### config.mk
export PLATFORM = sky130hd
export DESIGN_NAME = i2c_target
export DESIGN_NICKNAME = d
export VERILOG_FILES = /design/src/rtl/i2c_pkg.sv /design/src/rtl/i2c_line_filter.sv /design/src/rtl/i2c_target.sv
export SDC_FILE = /design/constraint.sdc
export NUM_CORES = 1
export LEC_CHECK = 0
export ABC_AREA = 1
export CORE_AREA = 2 2 78 80
export DETAILED_ROUTE_END_ITERATION = 8
export DIE_AREA = 0 0 80 82
export GPL_ROUTABILITY_DRIVEN = 0
export GPL_TIMING_DRIVEN = 1
export SLEW_MARGIN = 40
export SYNTH_ARGS = -nofsm -noshare
export SYNTH_HDL_FRONTEND = slang
export SYNTH_SLANG_ARGS = --single-unit
### constraint.sdc
create_clock -name clk -period 1.9 [get_ports clk]
set_input_delay 0.38 -clock clk [delete_from_list [all_inputs] [get_ports clk]]
set_output_delay 0.38 -clock clk [all_outputs]
set_load 0.005 [all_outputs]
### src/rtl/i2c_pkg.sv
// Shared types and constants for the I2C target engine.
package i2c_pkg;

    typedef enum logic [2:0] {
        ST_IDLE,
        ST_ADDR,
        ST_ADDR_ACK,
        ST_WR_BYTE,
        ST_WR_ACK,
        ST_RD_BYTE,
        ST_RD_ACK,
        ST_WAIT_STOP
    } i2c_state_e;

    localparam logic I2C_READ  = 1'b1;
    localparam logic I2C_WRITE = 1'b0;

    localparam logic [6:0] I2C_DEFAULT_ADDRESS = 7'h2f;

endpackage

### src/rtl/i2c_line_filter.sv
// Two-flop synchronizer plus a run-length glitch filter for one I2C line.
// The filtered level only moves after FILTER_LEN consecutive samples that
// disagree with it; rise_o/fall_o pulse in the first cycle of the new level.
module i2c_line_filter #(
    parameter int unsigned FILTER_LEN = 3
) (
    input  logic clk,
    input  logic rst,
    input  logic line_i,
    output logic line_o,
    output logic rise_o,
    output logic fall_o
);

    localparam logic [3:0] CNT_LAST = 4'(FILTER_LEN - 1);

    logic       sync1_q;
    logic       sync2_q;
    logic       filt_q;
    logic       rise_q;
    logic       fall_q;
    logic [3:0] cnt_q;

    // Synchronize, then count disagreeing samples until the run is long enough.
    always_ff @(posedge clk) begin
        if (rst) begin
            sync1_q <= 1'b1;
            sync2_q <= 1'b1;
            filt_q  <= 1'b1;
            rise_q  <= 1'b0;
            fall_q  <= 1'b0;
            cnt_q   <= '0;
        end else begin
            sync1_q <= line_i;
            sync2_q <= sync1_q;
            rise_q  <= 1'b0;
            fall_q  <= 1'b0;
            if (sync2_q == filt_q) begin
                cnt_q <= '0;
            end else if (cnt_q == CNT_LAST) begin
                filt_q <= sync2_q;
                rise_q <= sync2_q;
                fall_q <= ~sync2_q;
                cnt_q  <= '0;
            end else begin
                cnt_q <= cnt_q + 4'd1;
            end
        end
    end

    assign line_o = filt_q;
    assign rise_o = rise_q;
    assign fall_o = fall_q;

endmodule

### src/rtl/i2c_target.sv
// Byte-level I2C target for the bootloader command port.
//
//   state        | meaning
//   -------------+-----------------------------------------------------
//   ST_IDLE      | not addressed, SDA released
//   ST_ADDR      | shifting in address + R/W after START/Sr
//   ST_ADDR_ACK  | driving ACK for a matched address
//   ST_WR_BYTE   | shifting in a data byte from the master
//   ST_WR_ACK    | driving ACK for a received data byte
//   ST_RD_BYTE   | driving a response byte MSB-first
//   ST_RD_ACK    | SDA released, sampling master ACK/NACK
//   ST_WAIT_STOP | master NACKed; idle until STOP or Sr
module i2c_target
    import i2c_pkg::*;
#(
    parameter logic [6:0]  ADDRESS    = I2C_DEFAULT_ADDRESS,
    parameter int unsigned FILTER_LEN = 3
) (
    input  logic       clk,
    input  logic       rst,
    input  logic       i2c_scl,
    input  logic       i2c_sda_in,
    output logic       i2c_sda_oe,
    output logic [7:0] rx_data,
    output logic       rx_valid,
    output logic       start,
    output logic       stop,
    output logic       read_mode,
    input  logic [7:0] tx_data,
    output logic       tx_pop
);

    logic scl_f, scl_rise, scl_fall;
    logic sda_f, sda_rise, sda_fall;

    i2c_line_filter #(.FILTER_LEN(FILTER_LEN)) u_scl_filter (
        .clk    (clk),
        .rst    (rst),
        .line_i (i2c_scl),
        .line_o (scl_f),
        .rise_o (scl_rise),
        .fall_o (scl_fall)
    );

    i2c_line_filter #(.FILTER_LEN(FILTER_LEN)) u_sda_filter (
        .clk    (clk),
        .rst    (rst),
        .line_i (i2c_sda_in),
        .line_o (sda_f),
        .rise_o (sda_rise),
        .fall_o (sda_fall)
    );

    logic bus_start;
    logic bus_stop;
    assign bus_start = sda_fall & scl_f;
    assign bus_stop  = sda_rise & scl_f;

    i2c_state_e state_q;
    logic [2:0] bit_cnt_q;
    logic [7:0] shift_q;
    logic [7:0] shift_d;
    logic       phase_q;      // ACK slots: second half pending / master ACKed
    logic       addressed_q;
    logic       read_mode_q;
    logic [7:0] rx_data_q;
    logic       rx_valid_q;
    logic       start_q;
    logic       stop_q;
    logic       tx_pop_q;
    logic       sda_oe_q;

    assign shift_d = {shift_q[6:0], sda_f};

    // Protocol FSM; bus conditions take priority over any SCL edge.
    always_ff @(posedge clk) begin
        if (rst) begin
            state_q     <= ST_IDLE;
            bit_cnt_q   <= '0;
            shift_q     <= '0;
            phase_q     <= 1'b0;
            addressed_q <= 1'b0;
            read_mode_q <= 1'b0;
            rx_data_q   <= '0;
            rx_valid_q  <= 1'b0;
            start_q     <= 1'b0;
            stop_q      <= 1'b0;
            tx_pop_q    <= 1'b0;
            sda_oe_q    <= 1'b0;
        end else begin
            rx_valid_q <= 1'b0;
            start_q    <= 1'b0;
            stop_q     <= 1'b0;
            tx_pop_q   <= 1'b0;
            if (bus_stop) begin
                stop_q      <= addressed_q;
                addressed_q <= 1'b0;
                read_mode_q <= 1'b0;
                sda_oe_q    <= 1'b0;
                state_q     <= ST_IDLE;
            end else if (bus_start) begin
                bit_cnt_q <= '0;
                sda_oe_q  <= 1'b0;
                state_q   <= ST_ADDR;
            end else begin
                case (state_q)
                    ST_ADDR: begin
                        if (scl_rise) begin
                            shift_q   <= shift_d;
                            bit_cnt_q <= bit_cnt_q + 3'd1;
                            if (bit_cnt_q == 3'd7) begin
                                if (shift_d[7:1] == ADDRESS) begin
                                    start_q     <= 1'b1;
                                    addressed_q <= 1'b1;
                                    read_mode_q <= shift_d[0];
                                    phase_q     <= 1'b0;
                                    state_q     <= ST_ADDR_ACK;
                                end else begin
                                    addressed_q <= 1'b0;
                                    read_mode_q <= 1'b0;
                                    state_q     <= ST_IDLE;
                                end
                            end
                        end
                    end
                    ST_ADDR_ACK, ST_WR_ACK: begin
                        if (scl_fall) begin
                            if (!phase_q) begin
                                sda_oe_q <= 1'b1;
                                phase_q  <= 1'b1;
                            end else begin
                                bit_cnt_q <= '0;
                                if (state_q == ST_ADDR_ACK && read_mode_q == I2C_READ) begin
                                    tx_pop_q <= 1'b1;
                                    shift_q  <= tx_data;
                                    sda_oe_q <= ~tx_data[7];
                                    state_q  <= ST_RD_BYTE;
                                end else begin
                                    sda_oe_q <= 1'b0;
                                    state_q  <= ST_WR_BYTE;
                                end
                            end
                        end
                    end
                    ST_WR_BYTE: begin
                        if (scl_rise) begin
                            shift_q   <= shift_d;
                            bit_cnt_q <= bit_cnt_q + 3'd1;
                            if (bit_cnt_q == 3'd7) begin
                                rx_data_q  <= shift_d;
                                rx_valid_q <= 1'b1;
                                phase_q    <= 1'b0;
                                state_q    <= ST_WR_ACK;
                            end
                        end
                    end
                    ST_RD_BYTE: begin
                        if (scl_fall) begin
                            if (bit_cnt_q == 3'd7) begin
                                sda_oe_q <= 1'b0;
                                phase_q  <= 1'b0;
                                state_q  <= ST_RD_ACK;
                            end else begin
                                shift_q   <= {shift_q[6:0], 1'b0};
                                sda_oe_q  <= ~shift_q[6];
                                bit_cnt_q <= bit_cnt_q + 3'd1;
                            end
                        end
                    end
                    ST_RD_ACK: begin
                        if (scl_rise) begin
                            if (sda_f) begin
                                state_q <= ST_WAIT_STOP;
                            end else begin
                                phase_q <= 1'b1;
                            end
                        end else if (scl_fall && phase_q) begin
                            tx_pop_q  <= 1'b1;
                            shift_q   <= tx_data;
                            sda_oe_q  <= ~tx_data[7];
                            bit_cnt_q <= '0;
                            state_q   <= ST_RD_BYTE;
                        end
                    end
                    default: begin
                    end
                endcase
            end
        end
    end

    assign i2c_sda_oe = sda_oe_q;
    assign rx_data    = rx_data_q;
    assign rx_valid   = rx_valid_q;
    assign start      = start_q;
    assign stop       = stop_q;
    assign read_mode  = read_mode_q;
    assign tx_pop     = tx_pop_q;

endmodule
* Word-level counts from Yosys, hierarchy flattened
Index checks and enable logic that the tools add are counted.
Operators by class: add/sub/neg operators 3, equal/unequal tests 44, muxes and demuxes 60, bitwise logic cells 16, reduce and logical (&&, ||, !) cells 28
Operator list (count):
- 3-bit 2-to-1 mux | 20
- 7-bit 2-to-1 mux | 8
- 11-bit AND reduction | 4
- 7-bit one-hot mux with 4 select lines | 1
- 1-bit 2-to-1 mux | 25
- 3-bit inequality test, second input constant | 7
- 2-bit inequality test, second input constant | 10
- 3-bit by 2-bit inequality test with 1-bit output, second input constant | 6
- 3-bit one-hot mux with 5 select lines | 1
- 3-bit OR reduction | 5
- 1-bit NOT | 14
- 3-bit == test, second input constant | 4
- 2-bit by 1-bit inequality test with 1-bit output, second input constant | 6
- 3-bit one-hot mux with 4 select lines | 1
- 5-bit AND reduction | 2
- 5-bit nonzero test | 2
- 9-bit AND reduction | 1
- 4-bit by 1-bit adder with 4-bit output, second input constant | 2
- 4-bit by 2-bit == test with 1-bit output, second input constant | 2
- 4-bit by 3-bit inequality test with 1-bit output, second input constant | 2
- 2-bit OR reduction | 4
- 7-bit by 6-bit == test with 1-bit output, second input constant | 1
- 3-bit by 2-bit == test with 1-bit output, second input constant | 2
- 6-bit nonzero test | 1
- 16 further kinds | 20
Word-level totals: bits in registers 47, logic and storage cells 176

* Longest topological paths before layout
Gate-level depths: netlist of the first run.
depth in word-level cells 7, depth in mapped cells 11, gate-level depth less buffers 11

* Cells and area by module
From an unflattened synthesis of the first run, not the netlist that was laid out.
Second synthesis, totals: cell total of the unflattened synthesis 336, area total of the unflattened synthesis 2319.7 µm²
Modules (own cells, without submodules):
- i2c_target | times used 1, cells each 260, area an instance 1626.6 µm², sequential area each 580.6 µm²
- i2c_line_filter | times used 2, cells each 38, area an instance 346.6 µm², sequential area each 180.2 µm²

* Least setup slack after synthesis of the first run
Ideal clock, no wire load.
path kind reg-to-reg, start register bit_cnt_q[0], end register bit_cnt_q[1], data arrival time 1.300 ns, slack 0.487 ns, cell stages (with the launch flop) 11, buffers on the path 0, period minus slack after synthesis 1.413 ns, cells stage by stage dfxtp_1 > ha_1 > ha_1 > nand2_1 > nor2_1 > nor2_1 > nand3_1 > nor2_1 > nand2_1 > nor2_1 > nor2_1
Between the ends: longest elaborated chain between the ends 5, elaborated cells between the ends (all ways) 9, classes of those cells add/sub (1); eq/ne (2); mux (5); reduce/logical (1)
RTL lines:
- from (decl) | line i2c_target.sv:60 | logic [2:0] bit_cnt_q;
- from (signal assigned) | line i2c_target.sv:110 | bit_cnt_q <= bit_cnt_q + 3'd1;
- from (signal assigned) | line i2c_target.sv:148 | bit_cnt_q <= bit_cnt_q + 3'd1;
- from (signal assigned) | line i2c_target.sv:166 | bit_cnt_q <= bit_cnt_q + 3'd1;
- 3-bit by 1-bit adder with 3-bit output | line i2c_target.sv:110, i2c_target.sv:148, i2c_target.sv:166
- 3-bit 2-to-1 mux | line i2c_target.sv:159 | if (bit_cnt_q == 3'd7) begin
- 3-bit 2-to-1 mux | line i2c_target.sv:158 | if (scl_fall) begin
- 3-bit one-hot mux with 4 select lines | line i2c_target.sv:106 | case (state_q)
- 3-bit 2-to-1 mux | line i2c_target.sv:101 | end else if (bus_start) begin
Parallel ways exist; a longest one is shown, timed or not. The select of a mux whose other input is x is not followed. A chain may end at the register's enable or synchronous reset.

* Worst setup path after layout of the first run
start register state_q[1], end register shift_q[2]
Between the ends: longest elaborated chain between the ends 4, elaborated cells between the ends (all ways) 20, classes of those cells eq/ne (14); mux (1); reduce/logical (5)
RTL lines:
- from (decl) | line i2c_target.sv:59 | i2c_state_e state_q;
- from (signal assigned) | line i2c_target.sv:78 | state_q <= ST_IDLE;
- from (signal assigned) | line i2c_target.sv:100 | state_q <= ST_IDLE;
- from (signal assigned) | line i2c_target.sv:104 | state_q <= ST_ADDR;
- 3-bit by 2-bit == test with 1-bit output (tied with other cells) | line i2c_target.sv:106, i2c_target.sv:133
- 2-bit OR reduction (tied with other cells) | line i2c_target.sv:106
- 2-bit inequality test (no line) (tied with other cells)
- 11-bit AND reduction (no line)
- to (signal assigned) | line i2c_target.sv:109 | shift_q <= shift_d;
- to (signal assigned) | line i2c_target.sv:135 | shift_q <= tx_data;
- to (signal assigned) | line i2c_target.sv:147 | shift_q <= shift_d;
- to (decl) | line i2c_target.sv:61 | logic [7:0] shift_q;
Parallel ways exist; a longest one is shown, timed or not.

==> flow_summary.ini, run 1 <==
[floorplan]
fp-row-count = 28
core_region_area_mm2 = 0.005746
chipHeight_um = 82
start_util = 0.4312
die_area_mm2 = 0.006560
ioPinCount = 26
die_width_um = 80

[route]
first_iter_violations = 201
ant_nets = 0
wl_um = 5430
via_count = 2220
vias_per_cell = 4.933
wl_per_cell_um = 12.07
drtPass1Iterations = 4
drc = 0

[synthesis]
syn_inst = 347
synth_flop_cell = dfxtp_1
synth.distinct_cells = 37
synth_edf_count = 0
ys_ff_latch = 47
synth_nets = 365
ys_top_cells_by_area = dfxtp_1 38%, nand2_1 9.4%, nor2_1 9.2%, inv_1 5.9%, nand3_1 5.3%
ys_async_sr_fraction = 0
syn_area_per_cell_um2 = 7.139
ys_warn_count = 0
synth_top_area_cell = dfxtp_1
ys_seq_area_frac = 0.3798
synthDominantCellAreaShare = 0.3798
syn_area_mm2 = 0.002477

[worst_setup_path]
crit-reg2reg-launch = state_q[1]$_SDFFE_PP0P_
worstPathMaxFanout = 14
critPathArrivalTime_ps = 1890
end_kind = flop
crit_type = reg -> reg
cp-endpoint = shift_q[2]$_SDFFE_PP0P_
cp-startpoint = state_q[1]$_SDFFE_PP0P_
cp.required_ps = 2100
reg2reg_depth = 7
r2r_setup_slack_ps = 210
r2r-end = shift_q[2]$_SDFFE_PP0P_
start_kind = flop

[cts]
worstSkewPairLatency_ps = 300
htree_levels = 2
ctsHoldBuffers = 0
cts-root-buf = clkbuf_8
clkTransAtPathRegs_ps = 90
numCtsBuffers = 5
clock_sinks = 47
post-cts-setup-buffers = 0
cts_tree = done
clockBufferDepth = 2

[global_routing]
antenna_found_initial = 0
grt_pass1_wl_um = 9177
met3_usage = 0.03956
grt_busiest_layer = met2
grt_start_max_net_pins = 21
grtUsageMet1 = 0.2320
grt_util_all_layers = 0.1787
met2_usage = 0.2917
grt_pass1_vias = 2013
grt_overflow = 0

[worst_hold_path]
hold_class = reg -> reg

[timing]
finClkSkew_ps = 9.144
period_minus_slack_ps = 1691
max_freq_ghz = 0.5912
drv_slew = 0
relSlewSlack = 0.7614
fin_crit_sh = 0.8903
finalSetupViolations = 0
layout_setup_ws_ps = 208.5
finalHoldViolCount = 0
fin_setup_tns_ps = 0
hold_slack_ps = 418.8
rsz0062_at_grt = false
worst_pin_slew_ps = 357.0

[layout]
antenna_cells = 0
fin_cells = 450
area_delta_synth_final_pct = 15.25
utilization = 0.4970
finalNetCount = 392
fin_area_mm2 = 0.002855
layout-drive-gt1-share = 0.1227
mostFrequentLayoutCells = 62 x nand2_1, 61 x nor2_1, 46 x dfxtp_1
final_common_cell = nand2_1

[power_and_ir_drop]
leakagePower_nw = 1.313
finalPower_mw = 3.256
power.density_mw_per_mm2 = 1140
ir_drop_mv = 0.4668

[place]
dp.cells = 442
post-place-ws_ps = 134.0
port_buffers = 25
dp_hpwl_um = 4113
post_dp_cell_area_mm2 = 0.002765

[run]
maxCapViolCount = 0

[status]
status = finished, final reports clean
report_power, final:
group          switching, mW  internal [mW]
sequential             0.124           1.10
combinational          0.911          0.508
clock                  0.348          0.265
worst max-delay path, cell delays in order, from the launching register on:
cell and delay (ps):
dfxtp_1 540, nand4_1 260, nand2_1 170, nand2_2 70
nor2_4 310, nand3_1 130, nand2_1 80, nor2_1 30
layer usage:
layer / part of all wire / routed length [um] / up-vias
met5: 0 / 0 / -
met4: 0.020 / 109 / 0
li1: - / - / 1165
met2: 0.46 / 2490 / 66
met1: 0.47 / 2539 / 974
met3: 0.054 / 291 / 15
synth_stat cells (2+ instances only):
cell type  number
inv_1          39
ha_1            6
xnor2_1         3
nand2_2         6
or2_2           5
o21ai_1         2
xor2_1          3
a31oi_1         3
nand2_1        62
o21ai_0        14
dfxtp_1        47
buf_6           4
nor2_1         61
buf_4           2
nor3_1          4
nand2_4         2
nand4_1         6
nor2_2          4
a21oi_1        22
clkbuf_1        2
nand3_2         7
nor2_4          3
nand3_1        26
registers in the layout, summed over array words and instances (netlist names), 3 cells and up:
| name | cells |
|---|---|
| shift_q | 7 |
| state_q | 3 |
| rx_data | 8 |
| u_sda_filter.cnt_q | 4 |
| bit_cnt_q | 3 |
| u_scl_filter.cnt_q | 4 |
how the worst min path moves through the flow:
| stage | cells after the start | end | slack [ps] | start |
|---|---|---|---|---|
| after CTS | 1 | u_sda_filter.sync2_q$_SDFF_PP1_ | 420 | u_sda_filter.sync1_q$_SDFF_PP1_ |
| after global placement | 1 | u_scl_filter.sync2_q$_SDFF_PP1_ | 390 | u_scl_filter.sync1_q$_SDFF_PP1_ |
| final | 1 | u_sda_filter.sync2_q$_SDFF_PP1_ | 420 | u_sda_filter.sync1_q$_SDFF_PP1_ |
| after detailed placement | 1 | u_sda_filter.sync2_q$_SDFF_PP1_ | 400 | u_sda_filter.sync1_q$_SDFF_PP1_ |
| after floorplan | 1 | u_scl_filter.sync2_q$_SDFF_PP1_ | 390 | u_scl_filter.sync1_q$_SDFF_PP1_ |
| after global routing | 1 | u_scl_filter.sync2_q$_SDFF_PP1_ | 430 | u_scl_filter.sync1_q$_SDFF_PP1_ |
cells by family after synthesis:
| logic type | count (synthesis) | share of synthesized area |
|---|---|---|
| adder cells (fa/ha/maj) | 6 | 0.03030 |
| AO/OA/AOI/OAI | 46 | 0.1005 |
| AND/OR/NAND/NOR | 189 | 0.3631 |
| flip-flops | 47 | 0.3798 |
| XOR/XNOR | 6 | 0.02122 |
| buffers and inverters | 53 | 0.1050 |
cell type report:
| type | count | area, um^2 |
|---|---|---|
| multi-input cells | 247 | 1276 |
| flip-flops and latches | 47 | 942.2 |
| repair buffers | 31 | 295.3 |
| inverters | 42 | 158.9 |
| well taps | 75 | 93.84 |
| fillers | 611 | 2890 |
| clock inverters | 2 | 16.27 |
| clock buffers | 6 | 72.57 |
what timing repair did:
action,in CTS,in global routing
endpoints found under the hold margin,0,0
gates resized for setup,0,1
endpoints found under the setup margin,0,4
Power figures use the tool's default switching activity.
==> run 2: changes to the inputs <==
--- a/config.mk
+++ b/config.mk
@@ -6,11 +6,12 @@
 export NUM_CORES = 1
 export LEC_CHECK = 0
 export ABC_AREA = 1
-export CORE_AREA = 2 2 78 80
+export CORE_AREA = 2 2 71 73
 export DETAILED_ROUTE_END_ITERATION = 8
-export DIE_AREA = 0 0 80 82
+export DIE_AREA = 0 0 73 75
 export GPL_ROUTABILITY_DRIVEN = 0
 export GPL_TIMING_DRIVEN = 1
+export PLACE_DENSITY = 0.75
 export SLEW_MARGIN = 40
 export SYNTH_ARGS = -nofsm -noshare
 export SYNTH_HDL_FRONTEND = slang
==> flow_summary.ini, run 2 (same netlist as run 1, synthesis figures left out) <==
[timing]
rsz0062_at_grt = false
fin_crit_sh = 0.9109
max_freq_ghz = 0.5778
finalHoldViolCount = 0
period_minus_slack_ps = 1731
finClkSkew_ps = 7.887
hold_slack_ps = 417.4
finalSetupViolations = 0
relSlewSlack = 0.7280
fin_setup_tns_ps = 0
drv_slew = 0
worst_pin_slew_ps = 404.9

[place]
port_buffers = 25
dp.cells = 421
dp_hpwl_um = 4035

[status]
status = finished, final reports clean

[cts]
cts_tree = done
cts-root-buf = clkbuf_8
clkTransAtPathRegs_ps = 90
numCtsBuffers = 5
worstSkewPairLatency_ps = 300
htree_levels = 2
clock_sinks = 47
clockBufferDepth = 2

[layout]
area_delta_synth_final_pct = 14.29
fin_cells = 429
layout-drive-gt1-share = 0.1253
final_common_cell = nand2_1
antenna_cells = 0
largest_register_ffs = 8
mostFrequentLayoutCells = 62 x nand2_1, 61 x nor2_1, 46 x dfxtp_1
finalNetCount = 392

[floorplan]
ioPinCount = 26
core_region_area_mm2 = 0.004661
die_width_um = 73
die_area_mm2 = 0.005475
fp-row-count = 25
chipHeight_um = 75
start_util = 0.5315

[run]
maxCapViolCount = 0

[worst_hold_path]
hold_class = reg -> reg
min_to = u_sda_filter.sync2_q$_SDFF_PP1_
worst_hold_startpoint = u_sda_filter.sync1_q$_SDFF_PP1_
holdPathStages = 1

[route]
via_count = 2280
drc = 0
ant_nets = 0
vias_per_cell = 5.315
wl_per_cell_um = 12.41
top_layer = met4
wl_um = 5326
dr_wl_met3_um = 333
met1_length_um = 2466
met2WireLength_um = 2376
drtPass1Iterations = 4
first_iter_violations = 190

[power_and_ir_drop]
ir_drop_mv = 0.6463
leakagePower_nw = 1.320
power.density_mw_per_mm2 = 1161

[worst_setup_path]
end_kind = flop
cp-startpoint = state_q[1]$_SDFFE_PP0P_
start_kind = flop
r2r-end = shift_q[2]$_SDFFE_PP0P_
crit-reg2reg-launch = state_q[1]$_SDFFE_PP0P_
cp.required_ps = 2110
r2r_setup_slack_ps = 170
crit_type = reg -> reg
worstPathMaxFanout = 14
critPathArrivalTime_ps = 1940
reg2reg_depth = 7

[global_routing]
grt_overflow = 0
antenna_found_initial = 0
grt_pass1_wl_um = 8942
grt_pass1_vias = 1998
grt_start_max_net_pins = 21
grt_util_all_layers = 0.2090
==> run 2: cell types whose count changed in the layout (fill, tap and decap cells not counted) <==
cell        delta
clkbuf_1       -1
clkinv_2       +1
inv_6          +1
clkinvlp_4     -1
==> run 2: through the flow <==
step                instance area [um^2]  power (mW)  utilization  setup WS, ps
global placement                    2739       2.626       0.5877         252.7
floorplan                           2477       2.473            -         487.1
global route                        2831       3.546       0.6075         46.97
finish                              2831       3.287       0.6075         169.4
CTS                                 2830       3.279       0.6072         143.6
detailed placement                  2739       2.648       0.5877         168.8
==> run 2: what timing repair did <==
item                       4_1_cts  5_1_grt
setup endpoints to repair        0        3
hold buffers                     0        0
resized for setup                0        1
setup buffers                    0        0
==> run 2: layout make-up <==
cell class	instances	area (um^2)
multi-input cells	247	1276
clock buffers	5	68.82
flip-flops and latches	47	942.2
fillers	406	1829
inverters	42	158.9
clock inverters	3	22.52
repair buffers	31	295.3
well taps	54	67.56
==> run 2: how the worst max path moves through the flow <==
stage	to	slack, ps	cells past startpoint
floorplan	bit_cnt_q[1]$_SDFFE_PP0P_	490	10
global placement	state_q[0]$_SDFFE_PP0P_	250	9
detailed placement	shift_q[2]$_SDFFE_PP0P_	170	9
CTS	shift_q[2]$_SDFFE_PP0P_	140	9
global route	shift_q[1]$_SDFFE_PP0P_	50	7
finish	shift_q[2]$_SDFFE_PP0P_	170	7
==> run 2: routing by layer <==
metal | track usage | up-vias
met5 | 0 | -
met4 | 0.1070 | 0
met3 | 0.03481 | 17
met2 | 0.3223 | 83
met1 | 0.2830 | 1016
li1 | - | 1164
==> run 2: power breakdown <==
part | internal, mW | total, mW | switching (mW)
registers | 1.10 | 1.22 | 0.125
clock network | 0.266 | 0.626 | 0.360
logic | 0.509 | 1.44 | 0.928
total | 1.87 | 3.29 | 1.41
==> run 2: critical path, stage by stage, from the launching register on <==
cell     delay [ps]
dfxtp_1         540
nand4_1         270
nand2_1         180
nand2_2          80
nor2_4          310
nand3_1         130
nand2_1          90
nor2_1           40
